--- config.mk ---
export PLATFORM = sky130hd
export DESIGN_NAME = jk_drive_sequencer_flat
export DESIGN_NICKNAME = d
export VERILOG_FILES = /design/src/rtl/jk_drive_sequencer_pkg.sv /design/src/rtl/jk_drive_sequencer_if.sv /design/src/rtl/jk_drive_sequencer_fifo.sv /design/src/rtl/jk_drive_sequencer.sv /design/src/flat_wrapper.sv
export SDC_FILE = /design/constraint.sdc
export NUM_CORES = 1
export LEC_CHECK = 0
export CAP_MARGIN = 30
export CORE_MARGIN = 8
export CORE_UTILIZATION = 50
export DETAILED_ROUTE_END_ITERATION = 10
export PLACE_DENSITY_LB_ADDON = 0.08
export SLEW_MARGIN = 25
export SYNTH_ARGS = -nofsm -noshare
export SYNTH_HDL_FRONTEND = slang
export SYNTH_SLANG_ARGS = --single-unit
--- constraint.sdc ---
create_clock -name clk -period 2.2 [get_ports clk]
set_clock_uncertainty 0.2 [all_clocks]
set_input_delay 0.44 -clock clk [delete_from_list [all_inputs] [get_ports clk]]
set_output_delay 0.44 -clock clk [all_outputs]
set_load 0.1 [all_outputs]
--- src/rtl/jk_drive_sequencer_pkg.sv ---
// Shared op codes, FSM encoding and the JK next-state rule for the drive sequencer.
package jk_pkg;

    localparam logic [1:0] OP_HOLD   = 2'b00;
    localparam logic [1:0] OP_RESET  = 2'b01;
    localparam logic [1:0] OP_SET    = 2'b10;
    localparam logic [1:0] OP_TOGGLE = 2'b11;

    typedef enum logic [1:0] {
        ST_INIT  = 2'd0,
        ST_IDLE  = 2'd1,
        ST_DRIVE = 2'd2,
        ST_CHECK = 2'd3
    } state_t;

    // JK characteristic table: op is the {j,k} pair applied at one clock edge.
    function automatic logic jk_next(input logic q, input logic [1:0] op);
        logic nq;
        case (op)
            OP_HOLD:  nq = q;
            OP_RESET: nq = 1'b0;
            OP_SET:   nq = 1'b1;
            default:  nq = ~q;
        endcase
        return nq;
    endfunction

endpackage

--- src/rtl/jk_drive_sequencer_if.sv ---
// Command port of the JK drive sequencer.
// Handshake: a command transfers on a rising clk edge where cmd_valid && cmd_ready are both high;
// cmd_op/cmd_len are only meaningful in that cycle, and cmd_ready never depends on cmd_valid.
interface jk_drive_sequencer_if #(
    parameter int LEN_W = 4
);
    logic             cmd_valid;
    logic             cmd_ready;
    logic [1:0]       cmd_op;
    logic [LEN_W-1:0] cmd_len;

    modport master (output cmd_valid, output cmd_op, output cmd_len, input cmd_ready);
    modport slave  (input cmd_valid, input cmd_op, input cmd_len, output cmd_ready);
endinterface

--- src/rtl/jk_drive_sequencer_fifo.sv ---
// Command FIFO: DEPTH entries, count-based full/empty, head entry visible on dout_o.
module jk_cmd_fifo #(
    parameter int DEPTH = 4,
    parameter int W     = 6
) (
    input  logic         clk,
    input  logic         rst,
    input  logic         push_i,
    input  logic [W-1:0] din_i,
    input  logic         pop_i,
    output logic [W-1:0] dout_o,
    output logic         full_o,
    output logic         empty_o
);
    localparam int AW = $clog2(DEPTH);
    localparam logic [AW:0] FULL_CNT = (AW + 1)'(DEPTH);

    logic [W-1:0]  mem_q [DEPTH];
    logic [AW-1:0] wr_ptr_q, rd_ptr_q;
    logic [AW:0]   count_q;
    logic          do_push, do_pop;

    assign full_o  = (count_q == FULL_CNT);
    assign empty_o = (count_q == '0);
    assign do_push = push_i && !full_o;
    assign do_pop  = pop_i && !empty_o;
    assign dout_o  = mem_q[rd_ptr_q];

    // Storage array; contents need no reset because count gates every read.
    always_ff @(posedge clk) begin
        if (do_push) begin
            mem_q[wr_ptr_q] <= din_i;
        end
    end

    // Pointers wrap naturally since DEPTH is a power of two; simultaneous push/pop keeps count.
    always_ff @(posedge clk or posedge rst) begin
        if (rst) begin
            wr_ptr_q <= '0;
            rd_ptr_q <= '0;
            count_q  <= '0;
        end else begin
            if (do_push) wr_ptr_q <= wr_ptr_q + AW'(1);
            if (do_pop)  rd_ptr_q <= rd_ptr_q + AW'(1);
            case ({do_push, do_pop})
                2'b10:   count_q <= count_q + (AW + 1)'(1);
                2'b01:   count_q <= count_q - (AW + 1)'(1);
                default: count_q <= count_q;
            endcase
        end
    end

endmodule

--- src/rtl/jk_drive_sequencer.sv ---
// JK drive sequencer: pops queued commands, drives j/k/ff_rst of an external JK flop,
// tracks the expected flop output and counts mismatches after each command.
module jk_drive_sequencer
    import jk_pkg::*;
#(
    parameter int DEPTH = 4,
    parameter int LEN_W = 4,
    parameter int CNT_W = 8
) (
    input  logic                 clk,
    input  logic                 rst,
    jk_drive_sequencer_if.slave  cmd,
    input  logic                 q_in,
    output logic                 j,
    output logic                 k,
    output logic                 ff_rst,
    output logic                 busy,
    output logic                 err,
    output logic [CNT_W-1:0]     err_cnt,
    input  logic                 clr_err,
    output state_t               dbg_state
);
    localparam int FW = 2 + LEN_W;

    state_t           state_q, state_d;
    logic             j_q, j_d, k_q, k_d;
    logic             ff_rst_q, ff_rst_d;
    logic [LEN_W-1:0] cnt_q, cnt_d;
    logic             q_exp_q, q_exp_d;
    logic             err_q, err_d;
    logic [CNT_W-1:0] err_cnt_q, err_cnt_d;

    logic             push, pop, mismatch;
    logic [FW-1:0]    head;
    logic             fifo_full, fifo_empty;
    logic [1:0]       head_op;
    logic [LEN_W-1:0] head_len;

    // Commands are refused while the flop is still receiving its reset pulse.
    assign cmd.cmd_ready = !fifo_full && (state_q != ST_INIT);
    assign push          = cmd.cmd_valid && cmd.cmd_ready;
    assign head_op       = head[FW-1:LEN_W];
    assign head_len      = head[LEN_W-1:0];

    jk_cmd_fifo #(
        .DEPTH (DEPTH),
        .W     (FW)
    ) u_fifo (
        .clk     (clk),
        .rst     (rst),
        .push_i  (push),
        .din_i   ({cmd.cmd_op, cmd.cmd_len}),
        .pop_i   (pop),
        .dout_o  (head),
        .full_o  (fifo_full),
        .empty_o (fifo_empty)
    );

    // State register.
    always_ff @(posedge clk or posedge rst) begin
        if (rst) state_q <= ST_INIT;
        else     state_q <= state_d;
    end

    // Next-state logic: CHECK chains straight into the next command when one is queued.
    always_comb begin
        state_d = state_q;
        case (state_q)
            ST_INIT:  state_d = ST_IDLE;
            ST_IDLE:  if (!fifo_empty) state_d = ST_DRIVE;
            ST_DRIVE: if (cnt_q == '0) state_d = ST_CHECK;
            ST_CHECK: state_d = fifo_empty ? ST_IDLE : ST_DRIVE;
            default:  state_d = ST_INIT;
        endcase
    end

    // Output/datapath logic: next drive values, duration counter, expected q and pop strobe.
    always_comb begin
        pop      = 1'b0;
        mismatch = 1'b0;
        j_d      = j_q;
        k_d      = k_q;
        ff_rst_d = 1'b0;
        cnt_d    = cnt_q;
        q_exp_d  = q_exp_q;
        case (state_q)
            ST_INIT: begin
                j_d = 1'b0;
                k_d = 1'b0;
            end
            ST_IDLE, ST_CHECK: begin
                // The flop has held since the last drive edge, so q_in is settled here.
                mismatch = (state_q == ST_CHECK) && (q_in != q_exp_q);
                j_d = 1'b0;
                k_d = 1'b0;
                if (!fifo_empty) begin
                    pop        = 1'b1;
                    {j_d, k_d} = head_op;
                    cnt_d      = head_len;
                end
            end
            ST_DRIVE: begin
                // The flop samples the current j/k at this same edge.
                q_exp_d = jk_next(q_exp_q, {j_q, k_q});
                if (cnt_q == '0) {j_d, k_d} = 2'b00;
                else             cnt_d = cnt_q - LEN_W'(1);
            end
            default: begin
                j_d = 1'b0;
                k_d = 1'b0;
            end
        endcase
    end

    // Error flag/counter: a mismatch outranks a clear, counting from a cleared base.
    always_comb begin
        err_d     = err_q;
        err_cnt_d = err_cnt_q;
        if (mismatch) begin
            err_d = 1'b1;
            if (clr_err)                err_cnt_d = CNT_W'(1);
            else if (err_cnt_q != '1)   err_cnt_d = err_cnt_q + CNT_W'(1);
        end else if (clr_err) begin
            err_d     = 1'b0;
            err_cnt_d = '0;
        end
    end

    // Registered outputs and datapath; reset asserts the flop reset and clears the model.
    always_ff @(posedge clk or posedge rst) begin
        if (rst) begin
            j_q       <= 1'b0;
            k_q       <= 1'b0;
            ff_rst_q  <= 1'b1;
            cnt_q     <= '0;
            q_exp_q   <= 1'b0;
            err_q     <= 1'b0;
            err_cnt_q <= '0;
        end else begin
            j_q       <= j_d;
            k_q       <= k_d;
            ff_rst_q  <= ff_rst_d;
            cnt_q     <= cnt_d;
            q_exp_q   <= q_exp_d;
            err_q     <= err_d;
            err_cnt_q <= err_cnt_d;
        end
    end

    assign j         = j_q;
    assign k         = k_q;
    assign ff_rst    = ff_rst_q;
    assign err       = err_q;
    assign err_cnt   = err_cnt_q;
    assign busy      = (state_q != ST_IDLE) || !fifo_empty;
    assign dbg_state = state_q;

endmodule

--- src/flat_wrapper.sv ---
// flat-port wrapper written by rule: the top's interface ports become plain ports
module jk_drive_sequencer_flat import jk_pkg::*;
#(
    parameter int DEPTH = 4,
    parameter int LEN_W = 4,
    parameter int CNT_W = 8
)
  (clk, rst, q_in, j, k, ff_rst, busy, err, err_cnt, clr_err, dbg_state, cmd_cmd_valid, cmd_cmd_op, cmd_cmd_len, cmd_cmd_ready);
  jk_drive_sequencer_if #(.LEN_W(LEN_W)) cmd_i ();
  input  logic clk;
  input  logic rst;
  input  logic q_in;
  output logic j;
  output logic k;
  output logic ff_rst;
  output logic busy;
  output logic err;
  output logic [CNT_W-1:0] err_cnt;
  input  logic clr_err;
  output state_t dbg_state;
  input wire logic [$bits(cmd_i.cmd_valid)-1:0] cmd_cmd_valid;
  input wire logic [$bits(cmd_i.cmd_op)-1:0] cmd_cmd_op;
  input wire logic [$bits(cmd_i.cmd_len)-1:0] cmd_cmd_len;
  output wire logic [$bits(cmd_i.cmd_ready)-1:0] cmd_cmd_ready;
  assign cmd_i.cmd_valid = cmd_cmd_valid;
  assign cmd_i.cmd_op = cmd_cmd_op;
  assign cmd_i.cmd_len = cmd_cmd_len;
  assign cmd_cmd_ready = cmd_i.cmd_ready;
  jk_drive_sequencer #(.DEPTH(DEPTH), .LEN_W(LEN_W), .CNT_W(CNT_W)) u_core (.clk(clk), .rst(rst), .cmd(cmd_i), .q_in(q_in), .j(j), .k(k), .ff_rst(ff_rst), .busy(busy), .err(err), .err_cnt(err_cnt), .clr_err(clr_err), .dbg_state(dbg_state));
endmodule
== Word level (Yosys, flattened, before mapping) ==
Memory sizes are Yosys's and may differ from the RTL's.
Cells that the tools add are included.

* Bitwise logic cells: 2
* Reduce and logical (&&, ||, !) cells: 22
* Multiply operators: 0
* Shift-type cells: 0
* Order comparisons: 0
* Eq/ne operators: 15
* Add/sub/neg operators: 6
* Muxes and demuxes: 25
* Div/mod/pow operators: 0

{| class="wikitable"
|+ Operators with widths
! operator !! number
|-
| 2-to-1 mux 8 bit || 4
|-
| 2-to-1 mux 1 bit || 10
|-
| nonzero test 2 bit || 5
|-
| case mux 1 bit (3 select lines) || 3
|-
| adder 8 x 1 -> 8 bit (second input constant) || 1
|-
| equality test 2 bit (second input constant) || 4
|-
| 2-to-1 mux 4 bit || 2
|-
| != test 8 bit (second input constant) || 1
|-
| case mux 2 bit (4 select lines) || 1
|-
| case mux 4 bit (2 select lines) || 1
|-
| equality test 2 x 1 -> 1 bit (second input constant) || 3
|-
| 2-to-1 mux 2 bit || 3
|-
| != test 2 bit (second input constant) || 3
|-
| case mux 3 bit (2 select lines) || 1
|-
| AND reduction 2 bit || 3
|-
| logical AND 1 bit || 5
|-
| adder 2 x 1 -> 2 bit (second input constant) || 2
|-
| zero test 2 bit || 2
|-
| zero test 4 bit || 1
|-
| != test 2 x 1 -> 1 bit (second input constant) || 2
|-
| subtractor 4 x 1 -> 4 bit (second input constant) || 1
|-
| adder 3 x 1 -> 3 bit (second input constant) || 1
|-
| equality test 3 bit (second input constant) || 1
|-
| zero test 3 bit || 1
|-
| 7 further kinds || 9
|}

* Bits in latches: 0
* Memories: 1
* Input bits: 11
* ROM bits: 0
* Bits in writable memories: 24
* Word-level logic and storage cells: 82
* Register bits after elaboration: 26
* Output and inout port bits: 16

{| class="wikitable"
|+ Memories
! name !! depth !! bits a word !! read ports !! clocked after memory_dff !! wr ports !! RTL line !! source
|-
| u_core.u_fifo.mem_q || 4 || 6 || 1 || 0 || 1 || jk_drive_sequencer_fifo.sv:18 || <nowiki>logic [W-1:0] mem_q [DEPTH];</nowiki>
|}

== Longest topological paths before layout ==
Gate-level depths: netlist of run 1.

* Word-level depth: 7
* Gate-level depth with buffers: 10
* Mapped depth without buffers: 10

== By module ==
From an unflattened synthesis of run 1, not the netlist that was laid out.

* Cell total of the unflattened synthesis: 175
* Area total of the unflattened synthesis: 2317.2 sq um

{| class="wikitable"
|+ By module, submodules not included
! module !! instances !! sequential area each (sq um) !! area an instance (sq um) !! cells an instance
|-
| jk_cmd_fifo || 1 || 895.9 || 1313.8 || 71
|-
| jk_drive_sequencer || 1 || 476.7 || 1003.5 || 104
|}

== Worst setup path before layout of run 1 ==
Ideal clock, no wire load.

* Path type: reg-to-reg
* Start: reg u_core.state_q[1], in the netlist u_core.dbg_state[1]
* End: reg u_core.u_fifo.count_q[2]
* Data arrival time: 3.839 ns
* Buffers on the path: 0
* Library setup time: 0.125 ns
* Data required time: 1.875 ns
* Slack: -1.964 ns
* Clock period less this slack: 4.164 ns
* Cell stages (with the launch flop): 11
* Path through: dfrtp_1 -> nor2_1 -> a21oi_1 -> and2_1 -> inv_1 -> ha_1 -> inv_1 -> fa_1 -> xor2_1 -> nor2_1 -> xor2_1

* Longest elaborated chain between the ends: 6
* Elaborated cells between the ends (all ways): 13
* Those cells by class: 4 x eq/ne; 2 x mux; 7 x reduce/logical

{| class="wikitable"
|+ RTL lines
! what !! RTL line !! source
|-
| start, declared || jk_drive_sequencer.sv:25 || <nowiki>state_t state_q, state_d;</nowiki>
|-
| start signal, assigned || jk_drive_sequencer.sv:62 || <nowiki>else state_q <= state_d;</nowiki>
|-
| nonzero test 2 bit (*) || jk_drive_sequencer.sv:40 || <nowiki>assign cmd.cmd_ready = !fifo_full && (state_q != ST_INIT);</nowiki>
|-
| logical AND 1 bit (*) || jk_drive_sequencer.sv:40 ||
|-
| named net cmd_cmd_ready || flat_wrapper.sv:24 || <nowiki>output wire logic [$bits(cmd_i.cmd_ready)-1:0] cmd_cmd_ready;</nowiki>
|-
| logical AND 1 bit (*) || jk_drive_sequencer.sv:41 || <nowiki>assign push = cmd.cmd_valid && cmd.cmd_ready;</nowiki>
|-
| logical AND 1 bit (*) || jk_drive_sequencer_fifo.sv:25 || <nowiki>assign do_push = push_i && !full_o;</nowiki>
|-
| equality test 2 x 1 -> 1 bit / equality test 2 bit (equally long branches) || jk_drive_sequencer_fifo.sv:45 || <nowiki>case ({do_push, do_pop})</nowiki>
|-
| case mux 3 bit (2 select lines) / nonzero test 2 bit (equally long branches) || - ||
|-
| end signal, assigned || jk_drive_sequencer_fifo.sv:46 || <nowiki>2'b10: count_q <= count_q + (AW + 1)'(1);</nowiki>
|-
| end signal, assigned || jk_drive_sequencer_fifo.sv:47 || <nowiki>2'b01: count_q <= count_q - (AW + 1)'(1);</nowiki>
|-
| end signal, assigned || jk_drive_sequencer_fifo.sv:48 || <nowiki>default: count_q <= count_q;</nowiki>
|-
| end, declared || jk_drive_sequencer_fifo.sv:20 || <nowiki>logic [AW:0] count_q;</nowiki>
|}

The timed path passes the listed nets; every way through them passes the cells marked *.
A chain may end at the register's enable or synchronous reset.

== Final worst setup path of run 1 ==
* Start: reg u_core.u_fifo.count_q[0]
* End: reg u_core.u_fifo.count_q[2]

* Elaborated cells between the ends (all ways): 16
* Those cells by class: 2 x add/sub; 3 x eq/ne; 3 x mux; 8 x reduce/logical

{| class="wikitable"
|+ RTL lines
! what !! RTL line !! source
|-
| zero test 3 bit (*) || jk_drive_sequencer_fifo.sv:24 || <nowiki>assign empty_o = (count_q == '0);</nowiki>
|-
| 2-to-1 mux 1 bit || jk_drive_sequencer.sv:96 || <nowiki>if (!fifo_empty) begin</nowiki>
|-
| 2-to-1 mux 1 bit || jk_drive_sequencer.sv:86 || <nowiki>case (state_q)</nowiki>
|-
| logical AND 1 bit (*) || jk_drive_sequencer_fifo.sv:26 || <nowiki>assign do_pop = pop_i && !empty_o;</nowiki>
|-
| named net u_core.u_fifo.do_pop || jk_drive_sequencer_fifo.sv:21 || <nowiki>logic do_push, do_pop;</nowiki>
|-
| equality test 2 x 1 -> 1 bit / equality test 2 bit (equally long branches) || jk_drive_sequencer_fifo.sv:45 ||
|-
| case mux 3 bit (2 select lines) / nonzero test 2 bit (equally long branches) || - ||
|}

Marked as above.

==> out/metrics.cfg, run 1 <==
[global_routing]
grt_pass1_vias = 1631
grt_max_degree = 27
grt_pass1_wl_um = 7500
grt_use_total = 0.1301
grt_overflow = 0
antenna_found_initial = 0

[route]
dr.pass1.iters = 4
route.detailed.drc = 0
drt_iter0_drc = 52
viasPerCell = 5.579
via_count = 1523
postRouteAntennaNets = 0
post_drt_wl_per_cell_um = 15.90
wl_um = 4340

[finish]
syn_to_final_growth_pct = 26.75
instances_no_fill = 273
drive_above_1_share = 0.2986
layout_commonest_cell = edfxtp_1
num-nets-final = 241
antenna_cells = 0
layout_common_cells = 24 x edfxtp_1, 20 x buf_4, 17 x dfrtp_1

[floorplanning]
ios = 27
start_util = 0.5224
rows = 24
fp.dieArea_sq_um = 7041
core_area_sq_um = 4414
die_width_um = 83.91
die_y_um = 83.91

[placed_design]
gp_congestion = 0.8138
numPortBuffers = 26
place_ws_ns = -0.2625
dp_cells = 265
dp_hpwl_um = 3250

[clocking]
cts_resized = 0
clock_path_buffers = 2
path_clk_slew_ns = 0.10
ctsRootBufferMaster = clkbuf_8
tritoncts = done
post_cts_buffers = 0
clk_latency_ns = 0.30
cts.sinks = 50
hold_buffers = 0
cts_buffers = 5
cts_max_level = 2

[synthesis]
syn_inst = 180
synth.top_cells.by_area = edfxtp_1 31%, dfrtp_1 27%, ha_1 4.9%, mux4_2 4.9%, inv_1 2.4%
async_reset_ff_frac = 0.5200
yosysTopAreaCell = edfxtp_1
yosys_register_bits = 50
synth_top_flop_cell = dfrtp_1
yosysWarnings = 0
synth_top_cell_area_share = 0.3125
synth_edf_count = 24
syn_avg_cell_area_sq_um = 12.81
netlist_area_sq_um = 2306
ys_seq_area_frac = 0.5952
syn_nets = 201
synth.distinct_cells = 44

[timing]
min_period_ns = 2.108
period_share = 0.9582
setup_viol = 0
slew_headroom = 0.6209
fmax_mhz = 474.4
hold_viol_final = 0
worst_pin_slew_ns = 0.5655
fin_setup_tns_ns = 0
slew_violations = 0
rsz0062_at_grt = no
setup_slack_ns = 0.09193

[worst_setup_path]
max_stage_delay_ns = 0.40
path_cells = buf_4, o31ai_1, inv_1, ha_4, inv_2, fa_2, xor2_1, nor2_1, xor2_1
cp_max_fo = 3
crit_buf_inv = 3
start_kind = flop
cpLargestDelayFamily = flip-flops
crit_required_ns = 2.19
cpMaxStageDelayCell = dfrtp_1
endpoint_kind = flop
arrival_ns = 2.10
critPathKind = flop to flop
cp_common_cell = xor2_1

[pwr]
p_leak_uw = 0.001178
powerDensity_nw_per_um2 = 1450
ir_drop_mv = 0.7192

[worst_hold_path]
hold_path_class = primary input to asynchronous set/reset pin

[run]
cap_violations = 0

[outcome]
outcome = complete, no violations

## layer usage
| layer | wire length [um] | share of wire | GRT usage | up-vias |
|---|---|---|---|---|
| li1 | - | - | - | 735 |
| met1 | 1734 | 0.40 | 0.1376 | 747 |
| met2 | 2382 | 0.55 | 0.2365 | 36 |
| met3 | 194 | 0.045 | 0.04102 | 5 |
| met4 | 28 | 0.0065 | 0.04239 | 0 |
| met5 | 0 | 0 | 0 | - |
## power by group
part | switching (uW) | internal, uW
Clock | 324 | 238
Combinational | 1250 | 922
Sequential | 235 | 1270
## per-stage QoR
step,total power (uW),util,cell area [sq um],hold WS (ns)
floorplan,2983,-,2357,0.2789
global placement,3585,0.6369,2811,0.3221
detailed placement,3690,0.6369,2811,0.3175
CTS,4259,0.6590,2909,0.2877
global route,4496,0.6621,2923,0.3561
finish,4238,0.6621,2923,0.2831
## cell usage after synthesis, drive strengths merged (2+ instances only)
master and number:
a211oi 3, a21oi 9, a22o 2, and3 6
buf 3, clkbuf 3, dfrtp 25, edfxtp 24
ha 9, inv 15, mux2 2, mux2i 3
mux4 5, nand2 7, nand3 5, nor2 11
nor2b 4, nor3 6, nor4 2, o21ai 7
o31ai 5, or4 2, xnor2 4, xor2 3
## flip-flops by register name, indices dropped and copies added, names as in the netlist
register	flops
u_core.u_fifo.wr_ptr_q	2
u_core.q_exp_q	1
u_core.u_fifo.count_q	3
u_core.u_fifo.mem_q	24
u_core.j	1
u_core.err_cnt	8
u_core.dbg_state	2
u_core.k	1
u_core.cnt_q	4
u_core.ff_rst	1
u_core.u_fifo.rd_ptr_q	2
u_core.err	1
## worst reg2reg max path: stages (launching register included)
cell     delay, ns
dfrtp_1       0.40
buf_4         0.15
o31ai_1       0.32
inv_1         0.15
ha_4          0.19
inv_2         0.05
fa_2          0.20
xor2_1        0.15
nor2_1        0.06
xor2_1        0.14
## cells by family after synthesis
logic type	Yosys count	share of synthesized area
multiplexers	10	0.07162
other	1	0.001626
adder cells (fa/ha/maj)	10	0.05752
AO/OA/AOI/OAI	32	0.09008
flip-flops	50	0.5952
XOR/XNOR	7	0.02659
AND/OR/NAND/NOR	49	0.1150
buffers and inverters	21	0.04232
## final cells by class
cell class                 instances  area (sq um)
inverter                          15         56.30
clock inverter                     3         28.78
clock buffer                       5         68.82
multi-input combinational        109         885.9
tap                               52         65.06
sequential                        50          1388
fill                             324          1491
timing repair buffer              39         430.4
## final timing paths
path | cells after the start | from | slack (ns) | endpoint
setup / recovery | 9 | u_core.u_fifo.count_q[0]$_DFFE_PP0P_ | 0.09 | u_core.u_fifo.count_q[2]$_DFFE_PP0P_
hold / removal | 3 | rst | 0.28 | u_core.u_fifo.count_q[1]$_DFFE_PP0P_
setup reg to reg | 9 | u_core.u_fifo.count_q[0]$_DFFE_PP0P_ | 0.09 | u_core.u_fifo.count_q[2]$_DFFE_PP0P_
hold reg to reg | 2 | u_core.err$_DFFE_PP0P_ | 0.32 | u_core.err$_DFFE_PP0P_
max in group asynchronous | 3 | rst | 1.21 | u_core.ff_rst$_DFF_PP1_
min in group clk | 2 | u_core.err$_DFFE_PP0P_ | 0.32 | u_core.err$_DFFE_PP0P_
Power figures use the tool's default switching activity.
==> inputs of run 2 (changes only) <==
Settings changed: CTS_CLUSTER_SIZE set to 12.
==> results of run 2 <==
Same layout as run 1: the final DEF is identical, and so are final timing and power.
==> inputs of run 3 (changes only) <==
Settings changed: GPL_TIMING_DRIVEN set to 0.
==> out/metrics.cfg, run 3 (same netlist as run 1, synthesis figures left out) <==
[pwr]
swShare = 0.4174  ; -0.009555
power.internal_uw = 2477  ; +2.0%
p_sw_uw = 1774  ; -1.9%
ir_drop_mv = 0.7059  ; -1.8%
powerDensity_nw_per_um2 = 1473  ; +1.6%
p_comb_frac = 0.477  ; -0.036
p_leak_uw = 0.001147  ; -2.7%
p_seq_frac = 0.345  ; -0.010
p_clk_frac = 0.179  ; +0.046

[worst_setup_path]
cp-startpoint = u_core.u_fifo.count_q[0]$_DFFE_PP0P_
critPathKind = flop to flop
start_kind = flop
crit-reg2reg-launch = u_core.u_fifo.count_q[0]$_DFFE_PP0P_
arrival_ns = 2.19  ; +0.09 ns
max_stage_delay_ns = 0.46  ; +0.06 ns
path_cells = nor2_4, a21oi_4, and2_4, inv_2, ha_4, inv_2, fa_2, xor2_1, nor2_1, xor2_1
crit_required_ns = 2.23  ; +0.04 ns
cp_max_fo = 6  ; +3
endpoint_kind = flop
cpMaxStageDelayCell = dfrtp_2

[timing]
fmax_mhz = 463.6  ; -2.3%
hold_ws_ns = 0.1491  ; -0.1340 ns
hold_viol_final = 0  ; unchanged
period_share = 0.9805  ; +0.02225
rsz0062_at_grt = yes
worst_pin_slew_ns = 0.9459  ; +0.3804 ns
slew_headroom = 0.3718  ; -0.2491
slew_violations = 0  ; unchanged
min_period_ns = 2.157  ; +0.04895 ns
setup_viol = 0  ; unchanged

[clocking]
clock_path_buffers = 2  ; unchanged
hold_buffers = 0  ; unchanged
ctsRootBufferMaster = clkbuf_8
cts_buffers = 5  ; unchanged
tritoncts = done
path_clk_slew_ns = 0.09  ; about the same
cts.sinks = 50  ; unchanged
cts_max_level = 2  ; unchanged
clk_latency_ns = 0.30  ; about the same

[finish]
layout_common_cells = 24 x edfxtp_1, 16 x dfrtp_1, 12 x inv_1
antenna_cells = 0  ; unchanged
num-nets-final = 238  ; -1.2%
syn_to_final_growth_pct = 25.12
final_area_sq_um = 2885  ; -1.3%
top_register = u_core.u_fifo.mem_q
largest_register_ffs = 24  ; unchanged
layout_commonest_cell = edfxtp_1
drive_above_1_share = 0.2890  ; -0.009652

[worst_hold_path]
hold_start = clr_err
hold_path_class = primary input to flop

[floorplanning]
core_area_sq_um = 4414  ; unchanged
die_width_um = 83.91  ; unchanged
die_y_um = 83.91  ; unchanged
fp.dieArea_sq_um = 7041  ; unchanged
ios = 27  ; unchanged
rows = 24  ; unchanged
start_util = 0.5224  ; unchanged

[global_routing]
grt_max_degree = 19  ; -30%
grt_overflow = 0  ; unchanged
antenna_found_initial = 0  ; unchanged
grt_pass1_vias = 1591  ; -2.5%
grt_pass1_wl_um = 7424  ; -1.0%
grt_use_total = 0.1310  ; +0.0008900

[route]
viasPerCell = 5.596  ; +0.31%
post_drt_wl_per_cell_um = 16.01  ; +0.72%
postRouteAntennaNets = 0  ; unchanged
dr.pass1.iters = 4  ; unchanged
route.detailed.drc = 0  ; unchanged
drt_iter0_drc = 59  ; +13%
wl_um = 4323  ; -0.39%
via_count = 1511  ; -0.79%

[placed_design]
post_dp_cell_area_sq_um = 2700  ; -4.0%
dp_hpwl_um = 3134  ; -3.6%
numPortBuffers = 25  ; -3.8%
gp_congestion = 0.7751  ; -4.8%

[run]
cap_violations = 0  ; unchanged

[outcome]
outcome = complete, no violations

run 3: cell types whose count changed in the layout (fill, tap and decap cells not counted), moves of 2 or more:
cell             change
buf_4               -16
buf_12               -9
clkdlybuf4s15_2      +8
clkbuf_2             +5
buf_2                +3
bufinv_16            +2
clkbuf_1             +2
run 3: timing repair:
action | CTS | global route
gates resized for setup | 51 | 9
pin swaps | 0 | 1
setup buffers | 2 | 2
endpoints found under the hold margin | 0 | 0
endpoints found under the setup margin | 18 | 9
run 3: power groups by stage:
stage	registers, uW	clock network (uW)	logic (uW)
global placement	1450	0	1880
global route	1500	815	2220
floorplan	1800	0	1180
CTS	1470	773	2020
finish	1460	759	2030
detailed placement	1480	0	1970
run 3: cell type report:
cell class / instances / area (sq um)
sequential: 50 / 1389
clock buffer: 5 / 68.82
clock inverter: 3 / 68.82
fill: 326 / 1529
timing repair buffer: 30 / 282.8
multi-input combinational: 109 / 913.4
tap: 52 / 65.06
buffer: 6 / 41.29
inverter: 15 / 56.30
run 3: path summary, 6_finish.rpt:
kind | end | cells past startpoint | slack (ns)
hold / removal | u_core.err_cnt[1]$_DFFE_PP0P_ | 2 | 0.15
hold reg to reg | u_core.err_cnt[6]$_DFFE_PP0P_ | 1 | 0.34
setup reg to reg | u_core.u_fifo.count_q[2]$_DFFE_PP0P_ | 10 | 0.04
setup / recovery | u_core.u_fifo.count_q[2]$_DFFE_PP0P_ | 10 | 0.04
max in group asynchronous | u_core.ff_rst$_DFF_PP1_ | 3 | 1.04
min in group asynchronous | u_core.u_fifo.wr_ptr_q[1]$_DFFE_PP0P_ | 2 | 0.23
run 3: stage by stage:
stage                     instances  utilization  power [uW]  setup TNS [ns]  setup slack [ns]
after floorplan                 180            -        2983          -1.137           -0.4594
after global placement          257       0.6054        3335          -1.780           -0.2953
after detailed placement        258       0.6117        3446          -1.963           -0.3294
after CTS                       268       0.6511        4269               0          0.005120
after global routing            270       0.6536        4529        -0.03384          -0.03002
final                           270       0.6536        4251               0           0.04299
run 3: layer usage:
| layer | vias up | track usage | share of wire | routed length (um) |
|---|---|---|---|---|
| li1 | 729 | - | - | - |
| met5 | - | 0 | 0 | 0 |
| met1 | 744 | 0.1354 | 0.39 | 1695 |
| met3 | 5 | 0.04492 | 0.048 | 207 |
| met4 | 0 | 0.04867 | 0.012 | 51 |
| met2 | 33 | 0.2365 | 0.55 | 2369 |
run 3: worst max-delay path: cells and delay by family, from the launching register on:
kind	cells	cell delay, ns
adders and majority gates	2	0.50
DFF	1	0.46
and+or+nand+nor	3	0.43
xor gates and xnor gates	2	0.32
buffers and inverters	2	0.10
AOI/OAI and AO/OA	1	0.09
